**src/rtl/dbg_pkg.sv**
```systemverilog
// Shared debugger definitions: dump FSM/section encodings, the section-walk helper,
// default widths and the host command codes.
package dbg_pkg;

    localparam int unsigned DEF_DATA_SZ  = 32;
    localparam int unsigned DEF_ADDR_W   = 5;
    localparam int unsigned DEF_NUM_REGS = 32;
    localparam int unsigned DEF_NUM_MEM  = 32;
    localparam int unsigned DEF_N        = 8;
    localparam int unsigned BYTES_PER_WORD = DEF_DATA_SZ / DEF_N;

    localparam logic [7:0] CMD_LOAD_PROG_SIZE = 8'hFE;
    localparam logic [7:0] CMD_RUN            = 8'hF0;
    localparam logic [7:0] CMD_DUMP           = 8'hFD;

    typedef enum logic [2:0] {
        ST_IDLE,
        ST_LATCH,
        ST_SEND,
        ST_NEXT,
        ST_DONE
    } state_e;

    typedef enum logic [1:0] {
        SEC_PC,
        SEC_REG,
        SEC_MEM
    } sec_e;

    typedef struct packed {
        logic valid;
        sec_e sec;
    } sec_step_t;

    // Next enabled section after cur; valid=0 means the dump is finished.
    function automatic sec_step_t next_section(input sec_e cur, input logic [1:0] sel);
        sec_step_t s;
        s.valid = 1'b0;
        s.sec   = SEC_PC;
        case (cur)
            SEC_PC: begin
                if (sel[0]) begin
                    s.valid = 1'b1;
                    s.sec   = SEC_REG;
                end else if (sel[1]) begin
                    s.valid = 1'b1;
                    s.sec   = SEC_MEM;
                end
            end
            SEC_REG: begin
                if (sel[1]) begin
                    s.valid = 1'b1;
                    s.sec   = SEC_MEM;
                end
            end
            default: ;
        endcase
        return s;
    endfunction

endpackage

```
**src/rtl/debug_dump_sequencer_word_serializer.sv**
```systemverilog
// Loads one word and shifts it out LSB-first as N-bit bytes, one per cycle the
// TX FIFO is not full; flags the cycle the last byte is written.
module word_serializer #(
    parameter int unsigned DATA_SZ = 32,
    parameter int unsigned N       = 8
) (
    input  logic               i_clk,
    input  logic               i_reset,
    input  logic               i_load,
    input  logic [DATA_SZ-1:0] i_word,
    input  logic               i_send,
    input  logic               i_tx_full,
    output logic               o_wr_uart,
    output logic [N-1:0]       o_w_data,
    output logic               o_fire_c,
    output logic               o_last_c
);

    localparam int unsigned BYTES  = DATA_SZ / N;
    localparam int unsigned BIDX_W = (BYTES > 1) ? $clog2(BYTES) : 1;

    logic [DATA_SZ-1:0] shreg_q;
    logic [BIDX_W-1:0]  idx_q;
    logic               wr_q;
    logic [N-1:0]       data_q;

    assign o_fire_c  = i_send & ~i_tx_full;
    assign o_last_c  = o_fire_c & (idx_q == BIDX_W'(BYTES - 1));
    assign o_wr_uart = wr_q;
    assign o_w_data  = data_q;

    always_ff @(posedge i_clk or posedge i_reset) begin
        if (i_reset) begin
            shreg_q <= '0;
            idx_q   <= '0;
            wr_q    <= 1'b0;
            data_q  <= '0;
        end else begin
            wr_q <= o_fire_c;
            if (i_load) begin
                shreg_q <= i_word;
                idx_q   <= '0;
            end else if (o_fire_c) begin
                data_q  <= shreg_q[N-1:0];
                shreg_q <= shreg_q >> N;
                idx_q   <= BIDX_W'(idx_q + 1'b1);
            end
        end
    end

endmodule

```
**src/rtl/debug_dump_sequencer.sv**
```systemverilog
// Post-halt dump sequencer: walks PC, register file and data memory through the
// pipeline debug port and streams every word little-endian into the UART TX FIFO.
module debug_dump_sequencer
    import dbg_pkg::*;
#(
    parameter int unsigned DATA_SZ  = DEF_DATA_SZ,
    parameter int unsigned ADDR_W   = DEF_ADDR_W,
    parameter int unsigned NUM_REGS = DEF_NUM_REGS,
    parameter int unsigned NUM_MEM  = DEF_NUM_MEM,
    parameter int unsigned N        = DEF_N
) (
    input  logic               i_clk,
    input  logic               i_reset,
    input  logic               i_start,
    input  logic               i_abort,
    input  logic [1:0]         i_sel,
    input  logic [DATA_SZ-1:0] i_pc,
    input  logic [DATA_SZ-1:0] i_register_data,
    input  logic [DATA_SZ-1:0] i_memory_data,
    input  logic               i_tx_full,
    output logic [ADDR_W-1:0]  o_addr,
    output logic               o_wr_uart,
    output logic [N-1:0]       o_w_data,
    output logic               o_busy,
    output logic               o_done,
    output logic [15:0]        o_byte_cnt
);

    localparam int unsigned CNT_W = 16;

    state_e              state_q, state_d;
    sec_e                sec_q, sec_d;
    logic [1:0]          sel_q, sel_d;
    logic [ADDR_W-1:0]   addr_q, addr_d;
    logic [CNT_W-1:0]    cnt_q, cnt_d;
    logic                busy_q, busy_d;
    logic                done_q, done_d;
    logic                load_c, send_c, fire_c, last_c, at_end_c;
    logic [DATA_SZ-1:0]  word_c;
    sec_step_t           step_c;

    assign o_addr     = addr_q;
    assign o_busy     = busy_q;
    assign o_done     = done_q;
    assign o_byte_cnt = cnt_q;

    always_comb begin
        case (sec_q)
            SEC_REG: word_c = i_register_data;
            SEC_MEM: word_c = i_memory_data;
            default: word_c = i_pc;
        endcase
        at_end_c = (sec_q == SEC_MEM) ? (addr_q == ADDR_W'(NUM_MEM - 1))
                                      : (addr_q == ADDR_W'(NUM_REGS - 1));
        step_c   = next_section(sec_q, sel_q);
    end

    word_serializer #(
        .DATA_SZ (DATA_SZ),
        .N       (N)
    ) u_ser (
        .i_clk     (i_clk),
        .i_reset   (i_reset),
        .i_load    (load_c),
        .i_word    (word_c),
        .i_send    (send_c),
        .i_tx_full (i_tx_full),
        .o_wr_uart (o_wr_uart),
        .o_w_data  (o_w_data),
        .o_fire_c  (fire_c),
        .o_last_c  (last_c)
    );

    // Next-state, address walk and byte accounting
    always_comb begin
        state_d = state_q;
        sec_d   = sec_q;
        sel_d   = sel_q;
        addr_d  = addr_q;
        cnt_d   = cnt_q;
        load_c  = 1'b0;
        send_c  = 1'b0;
        case (state_q)
            ST_IDLE: begin
                if (i_start && !i_abort) begin
                    state_d = ST_LATCH;
                    sec_d   = SEC_PC;
                    sel_d   = i_sel;
                    addr_d  = '0;
                    cnt_d   = '0;
                end
            end
            ST_LATCH: begin
                load_c  = 1'b1;
                state_d = ST_SEND;
            end
            ST_SEND: begin
                send_c = 1'b1;
                if (last_c) state_d = ST_NEXT;
            end
            ST_NEXT: begin
                if (sec_q != SEC_PC && !at_end_c) begin
                    addr_d  = ADDR_W'(addr_q + 1'b1);
                    state_d = ST_LATCH;
                end else begin
                    addr_d = '0;
                    if (step_c.valid) begin
                        sec_d   = step_c.sec;
                        state_d = ST_LATCH;
                    end else begin
                        state_d = ST_DONE;
                    end
                end
            end
            ST_DONE: state_d = ST_IDLE;
            default: state_d = ST_IDLE;
        endcase
        // Abort wins over everything, including a byte that would have gone out this cycle.
        if (i_abort && state_q != ST_IDLE) begin
            state_d = ST_IDLE;
            addr_d  = '0;
            load_c  = 1'b0;
            send_c  = 1'b0;
        end
        if (send_c && fire_c) cnt_d = CNT_W'(cnt_q + 1'b1);
        busy_d = (state_d == ST_LATCH) || (state_d == ST_SEND) || (state_d == ST_NEXT);
        done_d = (state_d == ST_DONE);
    end

    always_ff @(posedge i_clk or posedge i_reset) begin
        if (i_reset) begin
            state_q <= ST_IDLE;
            sec_q   <= SEC_PC;
            sel_q   <= '0;
            addr_q  <= '0;
            cnt_q   <= '0;
            busy_q  <= 1'b0;
            done_q  <= 1'b0;
        end else begin
            state_q <= state_d;
            sec_q   <= sec_d;
            sel_q   <= sel_d;
            addr_q  <= addr_d;
            cnt_q   <= cnt_d;
            busy_q  <= busy_d;
            done_q  <= done_d;
        end
    end

endmodule

```
**config.mk**
```make
export PLATFORM = sky130hd
export DESIGN_NAME = debug_dump_sequencer
export DESIGN_NICKNAME = d
export VERILOG_FILES = /design/src/rtl/dbg_pkg.sv /design/src/rtl/debug_dump_sequencer_word_serializer.sv /design/src/rtl/debug_dump_sequencer.sv
export SDC_FILE = /design/constraint.sdc
export NUM_CORES = 1
export LEC_CHECK = 0
export CAP_MARGIN = 10
export CELL_PAD_IN_SITES_DETAIL_PLACEMENT = 1
export CELL_PAD_IN_SITES_GLOBAL_PLACEMENT = 2
export CORE_ASPECT_RATIO = 0.75
export CORE_UTILIZATION = 30
export CTS_BUF_LIST = sky130_fd_sc_hd__clkbuf_8
export DETAILED_ROUTE_END_ITERATION = 10
export DONT_BUFFER_PORTS = 1
export GPL_TIMING_DRIVEN = 0
export PLACE_DENSITY_LB_ADDON = 0.08
export SYNTH_ARGS = -nofsm -noshare
export SYNTH_HDL_FRONTEND = slang
export SYNTH_SLANG_ARGS = --single-unit
```
**constraint.sdc**
```tcl
create_clock -name i_clk -period 4.4 [get_ports i_clk]
set_clock_uncertainty 0.1 [all_clocks]
set_input_delay 0.22 -clock i_clk [delete_from_list [all_inputs] [get_ports i_clk]]
set_output_delay 0.22 -clock i_clk [all_outputs]
set_load 0.02 [all_outputs]
```
; ---- Yosys cells after proc, flatten, opt, wreduce, memory -nomap -nowiden
; Index checks and enable logic that the tools add are counted.
; Widths: inputs -> output; s select.
[totals]
reg_bits = 73
ramBits = 0
n_memories = 0
latch_bits = 0
out_inout_bits = 32
wordCells = 84
romBits = 0
[classes]
eq_ne = 15
multipliers = 0
mux = 29
n_reduce_logical = 22
div_mod_pow = 0
n_addsub = 3
bitwise = 4
shifts = 0
n_lt_le_gt_ge = 0
[ops]
columns = op, n
row1 = $mux 32, 2
row2 = $pmux 32 s2, 1
row3 = $mux 16, 3
row4 = $mux 3, 7
row5 = $add 16x1->16 const B, 1
row6 = $mux 5, 3
row7 = $eq 3x2->1 const B, 4
row8 = $pmux 3 s4, 1
row9 = $mux 2, 5
row10 = $pmux 5 s2, 1
row11 = $reduce_bool 2->1, 5
row12 = $reduce_and 2->1, 4
row13 = $eq 3x1->1 const B, 2
row14 = $ne 2x2->1 const B, 3
row15 = $pmux 3 s2, 1
row16 = $reduce_bool 3->1, 2
row17 = $add 5x1->5 const B, 1
row18 = $eq 5x5->1 const B, 1
row19 = $eq 2x2->1 const B, 2
row20 = $logic_and 1x1->1, 4
row21 = $mux 1, 4
row22 = $pmux 2 s2, 1
row23 = $reduce_and 4->1, 1
row24 = $eq 3x3->1 const B, 1
row25 = other kinds (9), 13

; ---- Depth between registers and ports, before layout
; Gate-level depths: netlist of the first run.
[logic_depth]
depth_word = 11
ltp_mapped = 9
ltp_nobuf = 8

; ---- By module
; From an unflattened synthesis of the first run, not the netlist that was laid out.
[unflattened]
cells_unflattened = 432
area_unflattened_um2 = 4106.4
[by_module_without_submodules]
columns = mod, seq_area_each_um2, area_per_inst_um2, n_inst, cells_each
row1 = debug_dump_sequencer, 750.7, 2209.6, 1, 264
row2 = word_serializer, 1076.0, 1896.8, 1, 168

; ---- Least setup slack after synthesis of the first run
; Ideal clock, no wire load.
[synth_path]
path_kind = reg-to-reg
start = register addr_q[0], in the netlist o_addr[0]
end = register addr_q[3], in the netlist o_addr[3]
t_arrival_ns = 2.037
t_required_ns = 4.235
stages_incl_launch_ff = 7
n_path_buf = 0
synth_period_minus_slack_ns = 2.202
setup_ns = 0.065
path_slack_ns = 2.198
cell_sequence = dfrtp_1 ha_1 and3_1 ha_1 nor4_1 nor3b_1 a211o_1
[synth_via]
elab_chain_len = 6
elab_cells_between_ends = 7
classes_between = add/sub: 1 / eq/ne: 1 / mux: 3 / reduce/logical: 2
[synth_lines]
columns = element, line
row1 = "start, declared", debug_dump_sequencer.sv:34  ; logic [ADDR_W-1:0] addr_q, addr_d;
row2 = "start signal, assigned", debug_dump_sequencer.sv:143  ; addr_q <= addr_d;
row3 = branches (longest 3 deep; another with $add 5x1->5), --
row4 = $mux 5 (*), debug_dump_sequencer.sv:102  ; if (sec_q != SEC_PC && !at_end_c) begin
row5 = $pmux 5 s2 (*), debug_dump_sequencer.sv:83  ; case (state_q)
row6 = $mux 5 (*), debug_dump_sequencer.sv:119  ; if (i_abort && state_q != ST_IDLE) begin
; Every way passes the cells marked *.
; A chain may end at the register's enable or synchronous reset.

; ---- Worst setup path in the final report of the first run
; Ends and elaborated chain as after synthesis.

==> results.toml, run 1 <==
[logic_synthesis]
yosys.cell_types.count = 44
yosys_warnings = 0
synth_edf_count = 0
synthArstFlopShare_pct = 100.0
syn_inst = 423
syn-cell-area_um2 = 3815
avgSynthCellArea_um2 = 9.019
ys.flop_type = "dfrtp_1"
ys_ff_latch = 73
synth_nets = 533
yosysSeqAreaShare_pct = 47.88

[routing]
drtIter0Drc = 150
vias_per_cell = 5.364
dr_total_vias = 3358
route.detailed.drc = 0
drt-total-wl_um = 11660
drtPass1Iterations = 4
antenna_left = 0
route.detailed.wl_per_inst_um = 18.63

[final_layout]
stdcell_count = 626
fillCellCount = 1458
final_util_pct = 36.10
finalNetCount = 564
drive_above_1_share_pct = 7.843
final_common_cell = "nand2_1"
final_cell_mix = "nand2_1 (83), dfrtp_1 (73), o21ai_0 (65)"
area_growth_syn_to_layout_pct = 16.86

[global_route]
top_usage_layer = "met2"
grtUsageMet3_pct = 4.638
overflow = 0
antenna_found_initial = 1
grtUsageMet1_pct = 24.96
grt_max_degree = 42
grt_usage_pct = 18.01
grt_pass1_vias = 3366
grt_pass1_wl_um = 18290
grtUsageMet2_pct = 28.25

[floorplan]
die_x_um = 132.2
ios = 135
core_um2 = 12350
die_h_um = 99.66
rows = 35
start_util_pct = 30.89
die_area_um2 = 13180

[setup_path]
cp.required_ps = 4590
path_max_fanout = 7
worstPathArrival_ps = 2840
crit_type = "register to register"
cp-end-kind = "register"
r2r_end = "o_addr[3]"
r2r_slack_ps = 1750
worstReg2RegStart = "o_addr[0]"
ff2ff_path_depth = 6
critPathLaunchType = "register"

[sta]
tightestPinTransition_ps = 1057
setup-violations-final = 0
drv_slew = 0
max_freq_mhz = 377.3
min_period_ps = 2651
slew-limit-headroom_pct = 28.89
hold_viol = 0
min_period_over_period_pct = 60.24
fin_setup_tns_ps = 0
rsz0062_at_grt = "no"

[pwr]
vdd_drop_max_uv = 174.0
powerDensity_nw_per_um2 = 470.9
p_leak_uw = 0.001950

[clock_network]
numCtsBuffers = 9
htreeDepth = 3
clkLatencyLatePin_ps = 360
clk_path_buf_depth = 2
tritoncts = "done"
cts_resized = 0
clock_sinks = 73
cts.clk_slew.worst_paths_ps = 70
cts-root-buf = "clkbuf_8"

[placement]
portBuffers = 0
gp_congestion = 0.7477
dp.cells = 590
dp_hpwl_um = 8590

[worst_hold_path]
holdPathEnd = "u_ser.shreg_q[16]"
worstHoldPathType = "input pin to register"
holdPathStages = 2
min_from = "i_pc[16]"

[run_status]
status = "complete, no violations"

[run]
drv_cap = 0
-- state kept, by name, summed over array words and instances (netlist names) --
register	cells
o_busy	1
u_ser.shreg_q	32
u_ser.o_wr_uart	1
o_done	1
u_ser.idx_q	2
sel_q	2
u_ser.o_w_data	8
state_q	3
o_byte_cnt	16
o_addr	5
sec_q	2
-- per-stage QoR --
stage / setup WS (ps) / instance area [um^2] / hold slack, ps / total power, uW
after floorplan: 2198 / 3815 / 198.6 / 1347
after global placement: 1230 / 4023 / 203.4 / 1497
after detailed placement: 1766 / 4045 / 44.89 / 1514
after CTS: 1728 / 4456 / 1.115 / 2133
after global routing: 1576 / 4458 / 6.441 / 2247
final: 1749 / 4458 / 12.59 / 2099
-- cell usage after synthesis (6+ instances only) --
master	instances	area (um^2)
o21ai_0	65	325.3
clkbuf_1	19	71.32
inv_1	6	22.52
mux2i_1	11	110.1
nand2_1	83	311.6
o21ai_1	9	45.04
dfrtp_1	73	1827
nor2_1	12	45.04
buf_2	7	35.03
nand3_1	20	100.1
ha_1	7	87.58
a22oi_1	56	420.4
-- logic make-up (layout without fill, tap and decap cells) --
logic type	Yosys count	count (layout)	share of synthesized area (%)
other cells	0	1	0
mux	13	13	3.477
fa+ha+maj	7	7	2.296
buf+inv	41	77	5.149
simple gates	143	143	16.99
compound gates	145	145	23.98
flops	73	73	47.88
xor+xnor	1	1	0.2296
-- report_power, final --
group / leakage, uW / internal (uW) / switching, uW
clock network: 0.000117 / 332 / 256
logic: 0.000870 / 194 / 271
registers: 0.000963 / 859 / 187
total: 0.00195 / 1390 / 714
-- timing repair --
action / 4_1_cts / 5_1_grt
hold buffers: 19 / 0
setup buffers: 0 / 0
hold endpoints to repair: 52 / 0
-- worst max-delay path, cell delays in order, from the launching register on --
cell,delay [ps]
dfrtp_1,480
ha_1,280
and3_1,190
ha_1,230
nor4_1,910
nor3b_1,280
a211o_1,120
-- cell type report --
cell class	count	area (um^2)	share of cell area, %
clock inverter	6	82.58	1.852
buffer	34	170.2	3.817
timing repair buffer	20	210.2	4.715
tap	166	207.7	4.659
sequential	73	1827	40.98
clock buffer	10	137.6	3.087
inverter	7	28.78	0.6455
multi-input combinational	309	1792	40.19
antenna	1	2.502	0.05613
-- worst max-delay path by stage --
stage,from,to,slack [ps],cells past startpoint
6_report,o_addr[0],o_addr[3],1750,6
3_5_place_dp,o_addr[0],o_addr[3],1770,6
5_1_grt,o_addr[0],o_addr[3],1580,6
3_3_place_gp,i_reset,sec_q[1],1230,1
2_1_floorplan,o_addr[0],o_addr[3],2200,6
4_1_cts,o_addr[0],o_addr[3],1730,6
-- layer usage --
layer | wire length (um) | vias to the layer above
met5 | 0 | -
met4 | 97 | 0
met3 | 513 | 11
met2 | 5311 | 91
met1 | 5741 | 1663
li1 | - | 1593
Power figures use the tool's default switching activity.
==> inputs of run 2 (changes only) <==
==> constraint.sdc (replaced) <==
create_clock -name i_clk -period 2.6 [get_ports i_clk]
set_clock_uncertainty 0.1 [all_clocks]
set_input_delay 0.13 -clock i_clk [delete_from_list [all_inputs] [get_ports i_clk]]
set_output_delay 0.13 -clock i_clk [all_outputs]
set_load 0.02 [all_outputs]
==> run 2 against run 1 <==
Effect of this change:
- hold slack gained 6.1 ps
- sequential share of layout area shrank 1.6 points
- power grew 71%
- final cell count grew 2.7%
- combinational power grew 75%
- critical path depth grew 2
- fmax grew 10%
- die area is the same
==> results.toml, run 2 (synthesis results as in run 1) <==
[global_route]
grt_max_degree = 42
grt_pass1_wl_um = 18720
overflow = 0
grt_pass1_vias = 3449
antenna_found_initial = 1
grt_usage_pct = 18.41

[floorplan]
die_area_um2 = 13180
die_x_um = 132.2
core_um2 = 12350
start_util_pct = 30.89
ios = 135
rows = 35
die_h_um = 99.66

[routing]
drtPass1Iterations = 4
drt-total-wl_um = 11960
top_layer = "met4"
wl_met1_um = 5816
met3_length_um = 542
dr_wl_met2_um = 5506
route.detailed.drc = 0
drtIter0Drc = 166
vias_per_cell = 5.345
route.detailed.wl_per_inst_um = 18.60
antenna_left = 0
dr_total_vias = 3437

[pwr]
p_leak_uw = 0.002022
powerDensity_nw_per_um2 = 772.4
vdd_drop_max_uv = 294.4

[setup_path]
worstPathArrival_ps = 2590
critPathBufInv = 3
slowest_stage = "dlygate4sd3_1"
cp.required_ps = 2780
path_max_fanout = 10
slowest_delay_ps = 580
crit_type = "register to register"
r2r_slack_ps = 190
critPathTopFamily = "buffers and inverters"
critPathLaunchType = "register"
worstPathCellList = "inv_1 -> ha_1 -> clkbuf_1 -> a22oi_1 -> dlygate4sd3_1 -> nand2_1 -> o21ai_0 -> o21ai_1"
cp-end-kind = "register"

[sta]
min_period_over_period_pct = 92.54
slew-limit-headroom_pct = 57.85
tightestPinTransition_ps = 627.0
hold_viol = 0
min_period_ps = 2406
rsz0062_at_grt = "no"
max_freq_mhz = 415.6
drv_slew = 0
setup-violations-final = 0
whs_ps = 18.67

[clock_network]
numCtsBuffers = 9
clkLatencyLatePin_ps = 360
cts.clk_slew.worst_paths_ps = 80
clk_path_buf_depth = 2
tritoncts = "done"
htreeDepth = 3
cts-root-buf = "clkbuf_8"
clock_sinks = 73

[final_layout]
drive_above_1_share_pct = 7.983
largest_register_ffs = 32
finalNetCount = 581
stdcell_count = 643
largest-register = "u_ser.shreg_q"
final_common_cell = "nand2_1"
fillCellCount = 1445
area_growth_syn_to_layout_pct = 21.52
final_cell_mix = "nand2_1 (83), dfrtp_1 (73), o21ai_0 (65)"

[placement]
dp.cells = 590
dp_hpwl_um = 8590
portBuffers = 0
gp_congestion = 0.7477

[run]
drv_cap = 0

[run_status]
status = "complete, no violations"

[worst_hold_path]
worstHoldPathType = "input pin to register"
## run 2: cell types whose count changed in the layout (fill, tap and decap cells not counted)
cell and delta:
nor4_2 +1, nor4_1 -1, clkbuf_2 +1, dlygate4sd3_1 +17, clkbuf_1 -1
## run 2: through the flow
step	TNS, ps	worst slack, ps	power, uW	util [%]	area (um^2)
floorplan	0	397.8	2279	-	3815
global placement	-34640	-479.7	2533	32.57	4023
detailed placement	-34.13	-34.13	2562	32.76	4045
CTS	0	42.13	3632	37.51	4632
global route	0	6.706	3826	37.54	4636
finish	0	194.0	3581	37.54	4636
## run 2: power breakdown
| group | internal (uW) | total [uW] | switching (uW) |
|---|---|---|---|
| combinational | 346 | 813 | 466 |
| clock | 561 | 995 | 433 |
| sequential | 1450 | 1770 | 319 |
| total | 2360 | 3580 | 1220 |
## run 2: what timing repair did
action | in CTS | in global routing
setup buffers | 0 | 0
hold endpoints to repair | 109 | 0
endpoints found under the setup margin | 2 | 1
gates resized for setup | 1 | 2
hold buffers | 36 | 0
## run 2: tightest hold or removal path, stage by stage
cell and delay, ps:
a22oi_1 40, nand2_1 60, o21ai_0 90, o21ai_1 110
## run 2: layout make-up
cell class                      instances  area [um^2]  share of cell area [%]
Multi-Input combinational cell        309         1798                   38.79
Antenna cell                            1        2.502                 0.05398
Buffer                                 34        171.4                   3.698
Clock buffer                           10        137.6                   2.969
Clock inverter                          6        82.58                   1.781
Inverter                                7        28.78                  0.6208
Sequential cell                        73         1827                   39.41
Timing Repair Buffer                   37        380.4                   8.205
Tap cell                              166        207.7                   4.480
## run 2: worst paths after layout
path	startpoint	to	depth (start not counted)
worst max-delay path	sec_q[0]	u_ser.shreg_q[19]	8
worst min-delay path	i_memory_data[20]	u_ser.shreg_q[20]	4
worst max register to register	sec_q[0]	u_ser.shreg_q[19]	8
worst min register to register	u_ser.shreg_q[7]	u_ser.o_w_data[7]	2
max in group asynchronous	i_reset	u_ser.shreg_q[25]	3
min in group asynchronous	i_reset	o_byte_cnt[6]	2
## run 2: routing by layer
layer,up-vias,track usage [%]
met5,-,0
met3,11,4.638
met2,91,29.59
li1,1623,-
met4,0,3.890
met1,1712,25.09
==> inputs of run 3 (changes only) <==
--- a/config.mk
+++ b/config.mk
@@ -13,7 +13,7 @@
 export CTS_BUF_LIST = sky130_fd_sc_hd__clkbuf_8
 export DETAILED_ROUTE_END_ITERATION = 10
 export DONT_BUFFER_PORTS = 1
-export GPL_TIMING_DRIVEN = 0
+export GPL_TIMING_DRIVEN = 1
 export PLACE_DENSITY_LB_ADDON = 0.08
 export SYNTH_ARGS = -nofsm -noshare
 export SYNTH_HDL_FRONTEND = slang
==> run 3 against run 2 <==
Effect of this change:
- the run now ends with hold timing left
- largest power group unchanged
- non-clock buffer count down 28
- final area down 3.8%
- final cell count down 4.5%
==> results.toml, run 3 (synthesis results as in run 1) <==
[setup_path]
worstPathArrival_ps = 2530
worstReg2RegStart = "state_q[2]"
critPathTopFamily = "simple AND/OR/NAND/NOR gates"
slowest_delay_ps = 580
r2r_slack_ps = 190
cp.required_ps = 2720
critPathBufInv = 0
worstPathCellList = "nand2b_4 -> or4_4 -> and2_1 -> a22oi_1 -> o21ai_0"
crit_type = "register to register"
slowest_stage = "or4_4"
path_max_fanout = 25
critPathLaunchType = "register"
setup.worst_path.start = "state_q[2]"
cp-end-kind = "register"
ff2ff_path_depth = 5
r2r_end = "u_ser.shreg_q[14]"

[routing]
drt-total-wl_um = 10600
vias_per_cell = 5.280
drtPass1Iterations = 4
route.detailed.wl_per_inst_um = 17.27
antenna_left = 0
dr_total_vias = 3242
drtIter0Drc = 114
route.detailed.drc = 0

[clock_network]
cts-root-buf = "clkbuf_8"
clk_path_buf_depth = 2
numCtsBuffers = 9
tritoncts = "done"
clkLatencyLatePin_ps = 350
cts_hold_buf = 34
cts.clk_slew.worst_paths_ps = 70
htreeDepth = 3
cts_resized = 0
cts_setup_buffers = 0
clock_sinks = 73

[floorplan]
core_um2 = 12350
ios = 135
die_x_um = 132.2
start_util_pct = 30.89
die_area_um2 = 13180
die_h_um = 99.66
rows = 35

[pwr]
vdd_drop_max_uv = 277.8
switching_share_pct = 34.30
p_leak_uw = 0.001937
netSwitchingPower_uw = 1170
p_total_uw = 3412
powerDensity_nw_per_um2 = 764.6
comb_power_share_pct = 21.5
power_frac_seq_pct = 52.5
clkPwrFrac_pct = 25.9
p_int_uw = 2241

[sta]
tightestPinTransition_ps = 975.9
fin_setup_tns_ps = 0
max_freq_mhz = 415.1
drv_slew = 0
min_period_ps = 2409
hold_viol = 1
setup-violations-final = 0
slew-limit-headroom_pct = 34.94
min_period_over_period_pct = 92.67
whs_ps = -4.686
rsz0062_at_grt = "no"

[final_layout]
fillCellCount = 1438
area_growth_syn_to_layout_pct = 16.96
final_cell_mix = "nand2_1 (83), dfrtp_1 (73), o21ai_0 (65)"
n_antenna_cell = 0
final_common_cell = "nand2_1"
drive_above_1_share_pct = 7.143
largest_register_ffs = 32
largest-register = "u_ser.shreg_q"
finalNetCount = 553

[run]
drv_cap = 0

[worst_hold_path]
holdPathStages = 2
worstHoldPathType = "input pin to register"
min_from = "i_pc[0]"
holdPathEnd = "u_ser.shreg_q[0]"

[run_status]
status = "finished with violations"
violations = "hold timing"

[global_route]
grt_max_degree = 65
grt_usage_pct = 16.57
overflow = 0
antenna_found_initial = 0
grt_pass1_vias = 3206
grt_pass1_wl_um = 16970

[placement]
gp_congestion = 0.7309
portBuffers = 0
dp_hpwl_um = 7564
-- run 3: final cells by class --
cell class | instances | area (um^2) | area share [%]
clock buffer | 10 | 137.6 | 3.085
inverter | 7 | 27.53 | 0.6169
multi-input combinational | 309 | 1794 | 40.21
sequential | 73 | 1827 | 40.94
tap | 166 | 207.7 | 4.655
clock inverter | 6 | 60.06 | 1.346
timing repair buffer | 43 | 407.9 | 9.142
-- run 3: layer usage --
layer / vias up / track usage (%) / wire length (um)
met1: 1596 / 23.47 / 5301
met3: 9 / 4.689 / 487
met5: - / 0 / 0
met4: 0 / 3.537 / 71
met2: 79 / 25.07 / 4741
li1: 1558 / - / -
-- run 3: power by group through the flow --
stage               clock network (uW)  registers [uW]  logic [uW]
floorplan                            0            1700         582
global placement                     0            1800         682
detailed placement                   0            1810         704
CTS                                919            1790         752
global route                       974            1830         872
finish                             884            1790         734
-- run 3: worst max path at each step --
stage | endpoint | slack, ps | cells past startpoint
detailed placement | u_ser.shreg_q[7] | 200 | 5
finish | u_ser.shreg_q[14] | 190 | 5
global route | u_ser.shreg_q[7] | 5 | 5
CTS | u_ser.shreg_q[7] | 190 | 5
floorplan | o_addr[3] | 400 | 6
global placement | u_ser.shreg_q[4] | 230 | 5
-- run 3: stage by stage --
stage          hold WS (ps)  std cells  cell area, um^2  util [%]  setup WS, ps
4_1_cts               2.973        614             4462     36.13         191.8
2_1_floorplan         108.6        423             3815         -         397.8
5_1_grt               23.93        614             4462     36.13         4.526
3_3_place_gp          1.068        564             3924     31.77         230.3
3_5_place_dp          2.605        564             3924     31.77         200.2
6_report             -4.686        614             4462     36.13         190.7
-- run 3: worst reg2reg max path, stage by stage, from the launching register on --
cell and delay [ps]:
dfrtp_1 460, nand2b_4 200, or4_4 580, and2_1 550, a22oi_1 280, o21ai_0 110
